<file path="config.mk">
export PLATFORM = sky130hd
export DESIGN_NAME = alu_operand_arbiter
export DESIGN_NICKNAME = d
export VERILOG_FILES = /design/src/rtl/alu_operand_arbiter.sv
export SDC_FILE = /design/constraint.sdc
export NUM_CORES = 1
export LEC_CHECK = 0
export CAP_MARGIN = 10
export CORE_ASPECT_RATIO = 1.4
export CORE_MARGIN = 5
export CORE_UTILIZATION = 42
export DETAILED_ROUTE_END_ITERATION = 8
export GPL_TIMING_DRIVEN = 0
export HOLD_SLACK_MARGIN = 0.1
export PLACE_DENSITY = 0.83
export REMOVE_ABC_BUFFERS = 1
export SLEW_MARGIN = 10
export SYNTH_ARGS = -nofsm -noshare
export SYNTH_HDL_FRONTEND = slang
export SYNTH_SLANG_ARGS = --single-unit
</file>
<file path="constraint.sdc">
create_clock -name clk -period 5.28 [get_ports clk]
set_clock_uncertainty 0.1 [all_clocks]
set_input_delay 1.056 -clock clk [delete_from_list [all_inputs] [get_ports clk]]
set_output_delay 1.056 -clock clk [all_outputs]
set_load 0.005 [all_outputs]
</file>
<file path="src/rtl/alu_operand_arbiter.sv">
// Four-requester arbiter that owns the ALU operand mux and feeds a 1-deep registered output stage.
// Build option: define ARB_FIXED_PRIO_EN for fixed lowest-index priority instead of round-robin.
module alu_operand_arbiter #(
  parameter int DATA_WIDTH = 32,
  parameter int CNT_WIDTH  = 16
) (
  input  logic                    clk,
  input  logic                    rst_n,
  input  logic [3:0]              in_valid,
  input  logic [4*DATA_WIDTH-1:0] in_data,
  output logic [3:0]              in_ready,
  output logic [1:0]              mux_sel,
  output logic                    out_valid,
  output logic [DATA_WIDTH-1:0]   out_data,
  output logic [1:0]              out_src,
  input  logic                    out_ready,
  output logic [CNT_WIDTH-1:0]    xfer_cnt
);

  typedef enum logic {
    EMPTY = 1'b0,
    FULL  = 1'b1
  } state_e;

  state_e                state_q, state_d;
  logic [DATA_WIDTH-1:0] data_q, data_d;
  logic [1:0]            src_q, src_d;
  logic [1:0]            rr_ptr_q, rr_ptr_d;
  logic [CNT_WIDTH-1:0]  cnt_q;

  logic [1:0] scan_base;
  logic [3:0] rotated;
  logic [1:0] offset;
  logic [1:0] winner;
  logic       any_req;
  logic       load;
  logic       take;

`ifdef ARB_FIXED_PRIO_EN
  assign scan_base = 2'd0;
`else
  assign scan_base = rr_ptr_q;
`endif

  // Rotate requests so the highest-priority requester lands at bit 0, then pick the first set bit.
  always_comb begin
    rotated = 4'b0000;
    for (int k = 0; k < 4; k++) begin
      rotated[k] = in_valid[2'(scan_base + 2'(k))];
    end
    offset = 2'd0;
    if (rotated[0])      offset = 2'd0;
    else if (rotated[1]) offset = 2'd1;
    else if (rotated[2]) offset = 2'd2;
    else if (rotated[3]) offset = 2'd3;
  end

  assign winner  = scan_base + offset;
  assign any_req = |in_valid;
  assign load    = (state_q == EMPTY) || out_ready;
  assign take    = load && any_req;

  assign in_ready = (rst_n && take) ? (4'b0001 << winner) : 4'b0000;
  assign mux_sel  = !rst_n ? 2'd0 : (any_req ? winner : rr_ptr_q);

  always_comb begin
    state_d  = state_q;
    data_d   = data_q;
    src_d    = src_q;
    rr_ptr_d = rr_ptr_q;
    if (take) begin
      state_d = FULL;
      data_d  = in_data[winner*DATA_WIDTH +: DATA_WIDTH];
      src_d   = winner;
`ifdef ARB_FIXED_PRIO_EN
      rr_ptr_d = 2'd0;
`else
      rr_ptr_d = winner + 2'd1;
`endif
    end else if (load) begin
      state_d = EMPTY;
    end
  end

  always_ff @(posedge clk or negedge rst_n) begin
    if (!rst_n) begin
      state_q  <= EMPTY;
      data_q   <= '0;
      src_q    <= 2'd0;
      rr_ptr_q <= 2'd0;
      cnt_q    <= '0;
    end else begin
      state_q  <= state_d;
      data_q   <= data_d;
      src_q    <= src_d;
      rr_ptr_q <= rr_ptr_d;
      if ((state_q == FULL) && out_ready) begin
        cnt_q <= cnt_q + 1'b1;
      end
    end
  end

  assign out_valid = (state_q == FULL);
  assign out_data  = data_q;
  assign out_src   = src_q;
  assign xfer_cnt  = cnt_q;

endmodule

</file>
==> Word level (Yosys, flattened, before mapping) <==
Index checks and enable logic that the tools add are counted.
{ "word_totals": {"regBits": 53, "elab_cells": 41, "in_bits": 135} }
{ "classes": {"order_cmp": 4, "n_addsub": 6, "mux": 17, "n_reduce_logical": 6, "n_shift": 2, "bitwise": 1} }
{ "op_table": {"columns": ["cell", "n"], "rows": [
  ["$shiftx 128x8->32", 1],
  ["$add 16x1->16 const B", 1],
  ["$lt 2x3->1 const B", 4],
  ["$mux 2", 6],
  ["$bmux 1 s2", 4],
  ["$mux 1", 6],
  ["$add 2x1->2 const B", 2],
  ["$add 2x2->2 const B", 2],
  ["$mux 4", 1],
  ["$reduce_or 4->1", 1],
  ["$shl 1x2->4 const A", 1],
  ["$logic_and 1x1->1", 3],
  ["$add 2x2->2", 1],
  ["$reduce_bool 2->1", 1],
  ["$logic_or 1x1->1", 1],
  ["$not 1->1", 1]
]} }

==> Longest topological paths before layout <==
Gate-level depths: netlist (run 1).
{ "depth": {"word_depth": 10, "ltp_mapped": 13, "depth_no_buf": 10} }

==> Worst setup path before layout (run 1) <==
No wires, ideal clock.
{ "synth_path": {"path_type": "input to output", "startpoint": "in in_valid[3]", "endpoint": "out in_ready[2]", "stages": 11, "setup_slack_ns": 1.399, "arrival_ns": 2.725, "path_cell_list": "nor2b_1 -> a21oi_1 -> nor2_1 -> a211oi_1 -> a21oi_1 -> ha_1 -> xnor2_1 -> xnor2_2 -> buf_6 -> buf_6 -> nor3b_1"} }
{ "synth_between": {"elab_chain_cells": 9, "elab_cells_between_ends": 18, "cone_classes": "1 x add/sub; 1 x shift; 13 x mux; 3 x reduce/logical"} }
{ "synth_lines": {"columns": ["element", "line_no", "source"], "rows": [
  ["start, declared", "9", "input logic [3:0] in_valid,"],
  ["$bmux 1 s2", "49", "rotated[k] = in_valid[2'(scan_base + 2'(k))];"],
  ["$mux 1 (implied by the code)", "49", null],
  ["$mux 2", "55", "else if (rotated[3]) offset = 2'd3;"],
  ["$mux 2", "54", "else if (rotated[2]) offset = 2'd2;"],
  ["$mux 2", "53", "else if (rotated[1]) offset = 2'd1;"],
  ["$mux 2", "52", "if (rotated[0]) offset = 2'd0;"],
  ["$add 2x2->2", "58", "assign winner = scan_base + offset;"],
  ["$shl 1x2->4", "63", "assign in_ready = (rst_n && take) ? (4'b0001 << winner) : 4'b0000;"],
  ["$mux 4 (*)", "63", null],
  ["end, declared", "11", "output logic [3:0] in_ready,"]
]} }
Every way passes the cells marked *; elsewhere a longest branch is shown, timed or not. The select of a mux whose other input is x is not followed.

==> Worst setup path after layout (run 1) <==
{ "layout_path": {"startpoint": "in in_valid[2]", "endpoint": "out in_ready[2]"} }
Same word-level chain as after synthesis.

==> results.cfg, run 1 <==
[placed_design]
gp_congestion = 0.7711
port-buffer-count = 191
place_ws_ns = -0.02699
hpwlAfterDp_um = 8169

[clock_tree]
clockBufferDepth = 2
root_buffer = clkbuf_8
cts_sinks = 53
clk_pin_slew_ns = 0.10
clkLatencyLatePin_ns = 0.30
numCtsBuffers = 5
cts_max_level = 2
cts_tree = built

[final_layout]
nFillCells = 600
nets = 659
area_delta_synth_final_pct = 66.96
n_antenna_cell = 0
ff_latch_area_um2 = 1326
final_common_cell = clkdlybuf4s50_1
multi_input_area_um2 = 1942
drive_gt1_share_pct = 5.556
layout_common_cells = 190 x clkdlybuf4s50_1, 66 x mux2i_1, 53 x dfrtp_1

[global_routing]
grt_pass1_vias = 3325
antenna_found_initial = 0
grt_overflow = 0
grt_max_degree = 95
grt_usage_pct = 19.57
grt_pass1_wl_um = 15450

[timing]
tightestPinTransition_ns = 0.8680
slew_headroom_pct = 41.60
whs_ns = 0.3837
setup_viol = 0
hold_violations = 0
finalCriticalPeriod_ns = 5.073
fmax_mhz = 197.1
fin_ws_ns = 0.2067
period_share_pct = 96.09
drv_slew = 0
rsz0062_at_grt = no

[worst_setup_path]
worstSetupPathType = primary input to output port
cpMaxStageDelayCell = clkdlybuf4s50_1
startpoint_type = primary input
cp-end-kind = output port
cp.required_ns = 4.12
cp_max_fo = 8
slowest_delay_ns = 0.62
worstPathArrival_ns = 3.92
cp_cell_sequence = clkdlybuf4s50_1, nand2_1, a21oi_1, nor2_1, a211oi_1, a21oi_1, ha_4, xnor2_1, xnor2_4, nor3b_1, clkdlybuf4s50_1

[synthesis]
synth_sequential_area_ratio_pct = 39.48
synth_warnings = 0
synth.distinct_cells = 38
synth_seq_cells = 53
syn_area_um2 = 3359
yosysTopAreaCellShare_pct = 39.48
synth_top_area_cell = dfrtp_1
synth_cells = 341
avgSynthCellArea_um2 = 9.852
synthTopCellsByArea = dfrtp_1 39%, mux2i_1 20%, a221o_1 9.5%

[floorplanning]
die_area_um2 = 9912
pin_count = 192
start_util_pct = 43.08
die_h_um = 115.8
die_w_um = 85.59
core_um2 = 7797
fp-row-count = 38

[power]
ir_drop_mv = 0.6484
p_leak_nw = 2.356
p_per_area_nw_per_um2 = 567.9

[routing]
drtPass1Iterations = 6
postRouteAntennaNets = 0
drc = 0
vias = 3350
wl_um = 10260
viasPerCell = 5.386
initialDrtViolationCount = 77
post_drt_wl_per_cell_um = 16.50

[outcome]
outcome = finished clean

[min_path]
min_path_type = flop to flop

[job]
maxCapViolations = 0
## Yosys cell counts
library cell / number
and4_1: 2
nor2_1: 39
o31a_1: 1
and3_1: 1
nand3b_1: 2
and2_1: 3
or3b_1: 1
inv_1: 2
nor3_1: 35
or3_4: 1
a211oi_1: 2
ha_1: 3
buf_2: 4
or2_2: 1
nand3_1: 2
or3_1: 1
a21oi_2: 1
nand2b_1: 4
buf_1: 2
o21ai_0: 3
or3b_2: 2
nor4_1: 3
o22ai_1: 1
dfrtp_1: 53
a21oi_1: 5
xor2_1: 4
nand2_1: 17
xnor2_1: 13
a211oi_2: 1
nor3b_1: 2
clkbuf_1: 19
nand4_1: 6
buf_6: 2
nor2b_1: 3
xnor2_2: 1
a221o_1: 32
mux2_2: 1
mux2i_1: 66
## final timing paths
| kind | slack (ns) | cells past startpoint | to | startpoint |
|---|---|---|---|---|
| setup / recovery | 0.21 | 11 | in_ready[2] | in_valid[2] |
| hold / removal | 0.38 | 1 | xfer_cnt[15]$_DFFE_PN0P_ | xfer_cnt[15]$_DFFE_PN0P_ |
| setup reg to reg | 2.13 | 12 | out_data[23]$_DFFE_PN0N_ | rr_ptr_q[1]$_DFFE_PN0N_ |
| hold reg to reg | 0.38 | 1 | xfer_cnt[15]$_DFFE_PN0P_ | xfer_cnt[15]$_DFFE_PN0P_ |
| max in group asynchronous | 3.83 | 2 | out_data[30]$_DFFE_PN0N_ | rst_n |
| min in group asynchronous | 0.67 | 1 | out_src[1]$_DFFE_PN0N_ | rst_n |
## routing by layer
layer / global-route usage (%) / wire, µm / vias to the layer above / part of all wire, %
met2: 37.03 / 5519 / 139 / 54
met1: 19.87 / 3698 / 1564 / 36
met5: 0 / 0 / - / 0
met4: 8.342 / 267 / 0 / 2.6
met3: 5.477 / 778 / 23 / 7.6
li1: - / - / 1624 / -
## cell families (layout without fill, tap and decap cells)
kind of cell,after synthesis,count (layout),share of synthesized area [%]
flops,53,53,39.48
mux,67,67,20.00
buf+inv,29,210,3.836
xor+xnor,18,18,4.916
compound gates,46,46,12.25
simple gates,125,125,18.40
fa+ha+maj,3,3,1.117
## worst max-delay path, delay by kind of cell
| family | cells | cell delay [ns] |
|---|---|---|
| buffers and inverters | 2 | 1.16 |
| AO/OA/AOI/OAI | 3 | 0.52 |
| AND/OR/NAND/NOR | 3 | 0.40 |
| adder cells (fa/ha/maj) | 1 | 0.22 |
| XOR/XNOR | 2 | 0.57 |
## flip-flops by register name, indices dropped and copies added (netlist names)
signal,flops
out_data,32
xfer_cnt,16
out_src,2
rr_ptr_q,2
out_valid,1
## cell type report
| class | instances | share of cell area (%) |
|---|---|---|
| Tap cell | 100 | 2.231 |
| Timing Repair Buffer | 200 | 36.98 |
| Clock buffer | 5 | 1.227 |
| Inverter | 2 | 0.1338 |
| Multi-Input combinational cell | 259 | 34.62 |
| Sequential cell | 53 | 23.64 |
| Clock inverter | 3 | 1.160 |
## through the flow
stage	setup TNS [ns]	util (%)	total power, mW	instance area (µm²)	instances
6_report	0	71.94	3.185	5609	622
5_1_grt	0	71.94	3.409	5609	622
4_1_cts	0	71.57	3.180	5580	620
3_5_place_dp	-0.03729	69.66	2.819	5431	610
3_3_place_gp	-27.56	67.65	2.675	5275	605
2_1_floorplan	-0.1300	-	1.977	3238	314
## timing repair
| item | 4_1_cts | 5_1_grt |
|---|---|---|
| resized for setup | 0 | 1 |
| hold buffers | 0 | 0 |
| setup endpoints to repair | 2 | 3 |
| buffers inserted | 2 | 2 |
| pin swaps | 1 | 1 |
| cloned | 0 | 0 |
## power breakdown
part	internal [mW]	leakage (nW)	switching, mW	total (mW)
Combinational	1.21	1.63	0.947	2.16
Sequential	0.575	0.662	0.135	0.709
Clock	0.188	0.0681	0.132	0.320
(Power assumes the default switching activity.)
==> inputs of run 2 (changes only) <==
--- a/config.mk
+++ b/config.mk
@@ -18,3 +18,4 @@
 export SYNTH_ARGS = -nofsm -noshare
 export SYNTH_HDL_FRONTEND = slang
 export SYNTH_SLANG_ARGS = --single-unit
+export TNS_END_PERCENT = 1
==> results.cfg, run 2 (synthesized netlist as in run 1, its figures left out) <==
[timing]
slew_headroom_pct = 41.16
tightestPinTransition_ns = 0.8746
fmax_mhz = 199.1
finalCriticalPeriod_ns = 5.023
period_share_pct = 95.12
setup_viol = 0
rsz0062_at_grt = no
hold_violations = 0
drv_slew = 0

[global_routing]
grt_overflow = 0
antenna_found_initial = 0
grt_max_degree = 95
grt_pass1_wl_um = 15450
grt_usage_pct = 19.57
grt_pass1_vias = 3325

[clock_tree]
clockBufferDepth = 2
clk_pin_slew_ns = 0.10
cts_tree = built
root_buffer = clkbuf_8
cts_max_level = 2
numCtsBuffers = 5
clkLatencyLatePin_ns = 0.30
hold_buffers = 0
cts_sinks = 53

[routing]
drtPass1Iterations = 4
vias = 3353
postRouteAntennaNets = 0
post_drt_wl_per_cell_um = 16.50
initialDrtViolationCount = 73
wl_um = 10250
viasPerCell = 5.399
drc = 0

[worst_setup_path]
rrSetupSlack_ns = 2.12
cp-end-kind = output port
worstSetupPathType = primary input to output port
rr_worst_depth = 12
startpoint_type = primary input
r2r-end = out_data[23]$_DFFE_PN0N_
worstPathArrival_ns = 3.87
r2r-start = rr_ptr_q[1]$_DFFE_PN0N_
cp_max_fo = 46
cp.required_ns = 4.12

[final_layout]
area_delta_synth_final_pct = 66.82
final_common_cell = clkdlybuf4s50_1
post-route-cell-area_um2 = 5604
nets = 658
nFillCells = 601
n_antenna_cell = 0
largest_reg_flops = 32
layout_common_cells = 189 x clkdlybuf4s50_1, 66 x mux2i_1, 53 x dfrtp_1
drive_gt1_share_pct = 5.374

[floorplanning]
die_w_um = 85.59
start_util_pct = 43.08
fp-row-count = 38
pin_count = 192
die_area_um2 = 9912
die_h_um = 115.8
core_um2 = 7797

[min_path]
min_path_type = flop to flop
min_from = xfer_cnt[15]$_DFFE_PN0P_
hold_end = xfer_cnt[15]$_DFFE_PN0P_
holdPathStages = 1

[placed_design]
hpwlAfterDp_um = 8169
port-buffer-count = 191
placed_area_um2 = 5431
gp_congestion = 0.7711

[job]
maxCapViolations = 0

[outcome]
outcome = finished clean

[power]
p_per_area_nw_per_um2 = 567.5
ir_drop_mv = 0.7358
report.power.total_mw = 3.180
p_leak_nw = 2.360
## run 2: final cells by class
class,instances,area (µm²),area share (%)
timing repair buffer,199,2069,36.93
multi-input combinational,259,1942,34.65
tap,100,125.1,2.233
clock buffer,5,68.82,1.228
sequential,53,1326,23.67
clock inverter,3,65.06,1.161
inverter,2,7.507,0.1340
## run 2: what timing repair did
| action | 4_1_cts | 5_1_grt |
|---|---|---|
| pin swaps | 1 | 1 |
| setup endpoints to repair | 2 | 3 |
| buffers inserted | 2 | 1 |
| resized for setup | 0 | 2 |
## run 2: critical path, cell delays in order
cell and delay [ns]:
clkdlybuf4s50_1 0.56, nor2b_1 0.22, a21oi_1 0.06, nor2_1 0.12
a211oi_1 0.06, a21oi_1 0.31, ha_4 0.38, buf_16 0.29
nor3b_1 0.25, clkdlybuf4s50_1 0.55
## run 2: worst max path at each step
stage	from	endpoint	slack, ns	cells past startpoint
after global placement	in_valid[2]	in_ready[3]	-1.71	9
after CTS	in_valid[2]	in_ready[1]	0.02	10
final	in_valid[3]	in_ready[1]	0.26	10
after global routing	in_valid[3]	in_ready[1]	0.05	10
after detailed placement	in_valid[2]	in_ready[2]	-0.03	11
after floorplan	in_valid[3]	in_ready[3]	-0.10	7
## run 2: through the flow
| stage | hold WS [ns] | setup slack [ns] | instances | TNS (ns) | util [%] |
|---|---|---|---|---|---|
| final | 0.3837 | 0.2574 | 621 | 0 | 71.87 |
| after global routing | 0.4024 | 0.05094 | 621 | 0 | 71.87 |
| after detailed placement | 0.3767 | -0.02699 | 610 | -0.03729 | 69.66 |
| after global placement | 0.3608 | -1.706 | 605 | -27.56 | 67.65 |
| after CTS | 0.3961 | 0.02064 | 620 | 0 | 71.57 |
| after floorplan | 0.3682 | -0.1030 | 314 | -0.1300 | - |
## run 2: report_power, final
part | switching (mW) | internal [mW]
clock | 0.133 | 0.188
sequential | 0.135 | 0.575
combinational | 0.942 | 1.21
total | 1.21 | 1.97
## run 2: layer usage
layer	GRT usage [%]	vias up	routed length (µm)
li1	-	1621	-
met4	8.342	0	267
met5	0	-	0
met3	5.477	23	783
met2	37.03	137	5542
met1	19.87	1572	3655
==> inputs of run 3 (changes only) <==
--- a/config.mk
+++ b/config.mk
@@ -7,7 +7,6 @@
 export LEC_CHECK = 0
 export CAP_MARGIN = 10
 export CORE_ASPECT_RATIO = 1.4
-export CORE_MARGIN = 5
 export CORE_UTILIZATION = 42
 export DETAILED_ROUTE_END_ITERATION = 8
 export GPL_TIMING_DRIVEN = 0
==> results.cfg, run 3 (synthesized netlist as in run 1, its figures left out) <==
[floorplanning]
pin_count = 192
fp-row-count = 38
die_w_um = 77.59
core_um2 = 7750
die_area_um2 = 8365
die_h_um = 107.8
start_util_pct = 43.35

[worst_setup_path]
startpoint_type = primary input
slowest_delay_ns = 0.52
worstSetupPathType = primary input to output port
rr_worst_depth = 10
cp.required_ns = 4.12
cp_cell_sequence = clkdlybuf4s50_1, nor2b_1, a21oi_1, nor2_1, a211oi_1, a21oi_1, ha_4, nor4_1, nor3_1, xor2_1, and2_1, clkdlybuf4s50_1
worstPathArrival_ns = 3.89
rrSetupSlack_ns = 2.26
cp-end-kind = output port
cp_max_fo = 7
cpMaxStageDelayCell = nor4_1
r2r-end = out_data[30]$_DFFE_PN0N_
r2r-start = rr_ptr_q[1]$_DFFE_PN0N_

[routing]
initialDrtViolationCount = 108
post_drt_wl_per_cell_um = 15.27
drtPass1Iterations = 4
wl_um = 9465
vias = 3326
drc = 0
postRouteAntennaNets = 0
viasPerCell = 5.365

[power]
report.power.total_mw = 3.135
p_per_area_nw_per_um2 = 561.9
ir_drop_mv = 0.7343
p_leak_nw = 2.347

[final_layout]
largest_reg_flops = 32
n_antenna_cell = 0
fin_util_pct = 71.99
final_common_cell = clkdlybuf4s50_1
layout_common_cells = 189 x clkdlybuf4s50_1, 66 x mux2i_1, 53 x dfrtp_1
post-route-cell-area_um2 = 5579
drive_gt1_share_pct = 5.192
area_delta_synth_final_pct = 66.07
nets = 657

[clock_tree]
numCtsBuffers = 5
cts_tree = built
clkLatencyLatePin_ns = 0.30
clockBufferDepth = 2
hold_buffers = 0
cts_sinks = 53
clk_pin_slew_ns = 0.09
cts_max_level = 2
root_buffer = clkbuf_8

[min_path]
hold_end = xfer_cnt[15]$_DFFE_PN0P_
holdPathStages = 1
min_path_type = flop to flop
min_from = xfer_cnt[15]$_DFFE_PN0P_

[global_routing]
antenna_found_initial = 0
grt_usage_pct = 22.38
grt_overflow = 0
grt_max_degree = 55
grt_pass1_vias = 3284
grt_pass1_wl_um = 14970

[placed_design]
placed_area_um2 = 5416
port-buffer-count = 191
gp_congestion = 0.7766
hpwlAfterDp_um = 7406
place_ws_ns = 0.1002

[timing]
hold_violations = 0
finalCriticalPeriod_ns = 5.042
period_share_pct = 95.50
drv_slew = 0
fmax_mhz = 198.3
whs_ns = 0.3804
fin_ws_ns = 0.2376
slew_headroom_pct = 41.66
tightestPinTransition_ns = 0.8671
setup_viol = 0

[job]
maxCapViolations = 0

[outcome]
outcome = finished clean
[run 3: power by group]
part | switching, mW | internal [mW]
Clock | 0.132 | 0.154
Combinational | 0.940 | 1.20
Sequential | 0.132 | 0.575
[run 3: layout make-up]
| type | count | area (µm²) |
|---|---|---|
| fillers | 577 | 2171 |
| well taps | 100 | 125.1 |
| inverters | 2 | 7.507 |
| multi-input cells | 259 | 1943 |
| repair buffers | 198 | 2057 |
| clock buffers | 6 | 82.58 |
| flip-flops and latches | 53 | 1326 |
| clock inverters | 2 | 37.54 |
[run 3: critical path: cells and delay by family]
kind            cells  cell delay [ns]
buf+inv             2             0.99
xor+xnor            1             0.16
compound gates      3             0.44
fa+ha+maj           1             0.22
simple gates        5             1.02
[run 3: stage by stage]
stage                TNS (ns)  std cells
floorplan             -0.1300        314
global placement       -28.63        605
detailed placement          0        610
CTS                         0        618
global route        -0.004129        620
finish                      0        620
[run 3: worst max-delay path by stage]
stage	startpoint	slack, ns	end
after floorplan	in_valid[3]	-0.10	in_ready[3]
after global placement	in_valid[2]	-1.72	in_ready[3]
after detailed placement	in_valid[2]	0.10	in_ready[2]
after CTS	in_valid[2]	0.07	in_ready[2]
after global routing	in_valid[3]	-0.004	in_ready[2]
final	in_valid[3]	0.24	mux_sel[1]
[run 3: layer usage]
layer | GRT usage (%) | vias up | wire length, µm
li1 | - | 1616 | -
met1 | 24.79 | 1563 | 3514
met2 | 41.91 | 131 | 5176
met3 | 4.661 | 16 | 588
met4 | 7.412 | 0 | 187
met5 | 0 | - | 0
[run 3: timing repair]
| item | in CTS | in global routing |
|---|---|---|
| gates resized for setup | 0 | 2 |
| setup endpoints to repair | 0 | 5 |
| setup buffers | 0 | 1 |
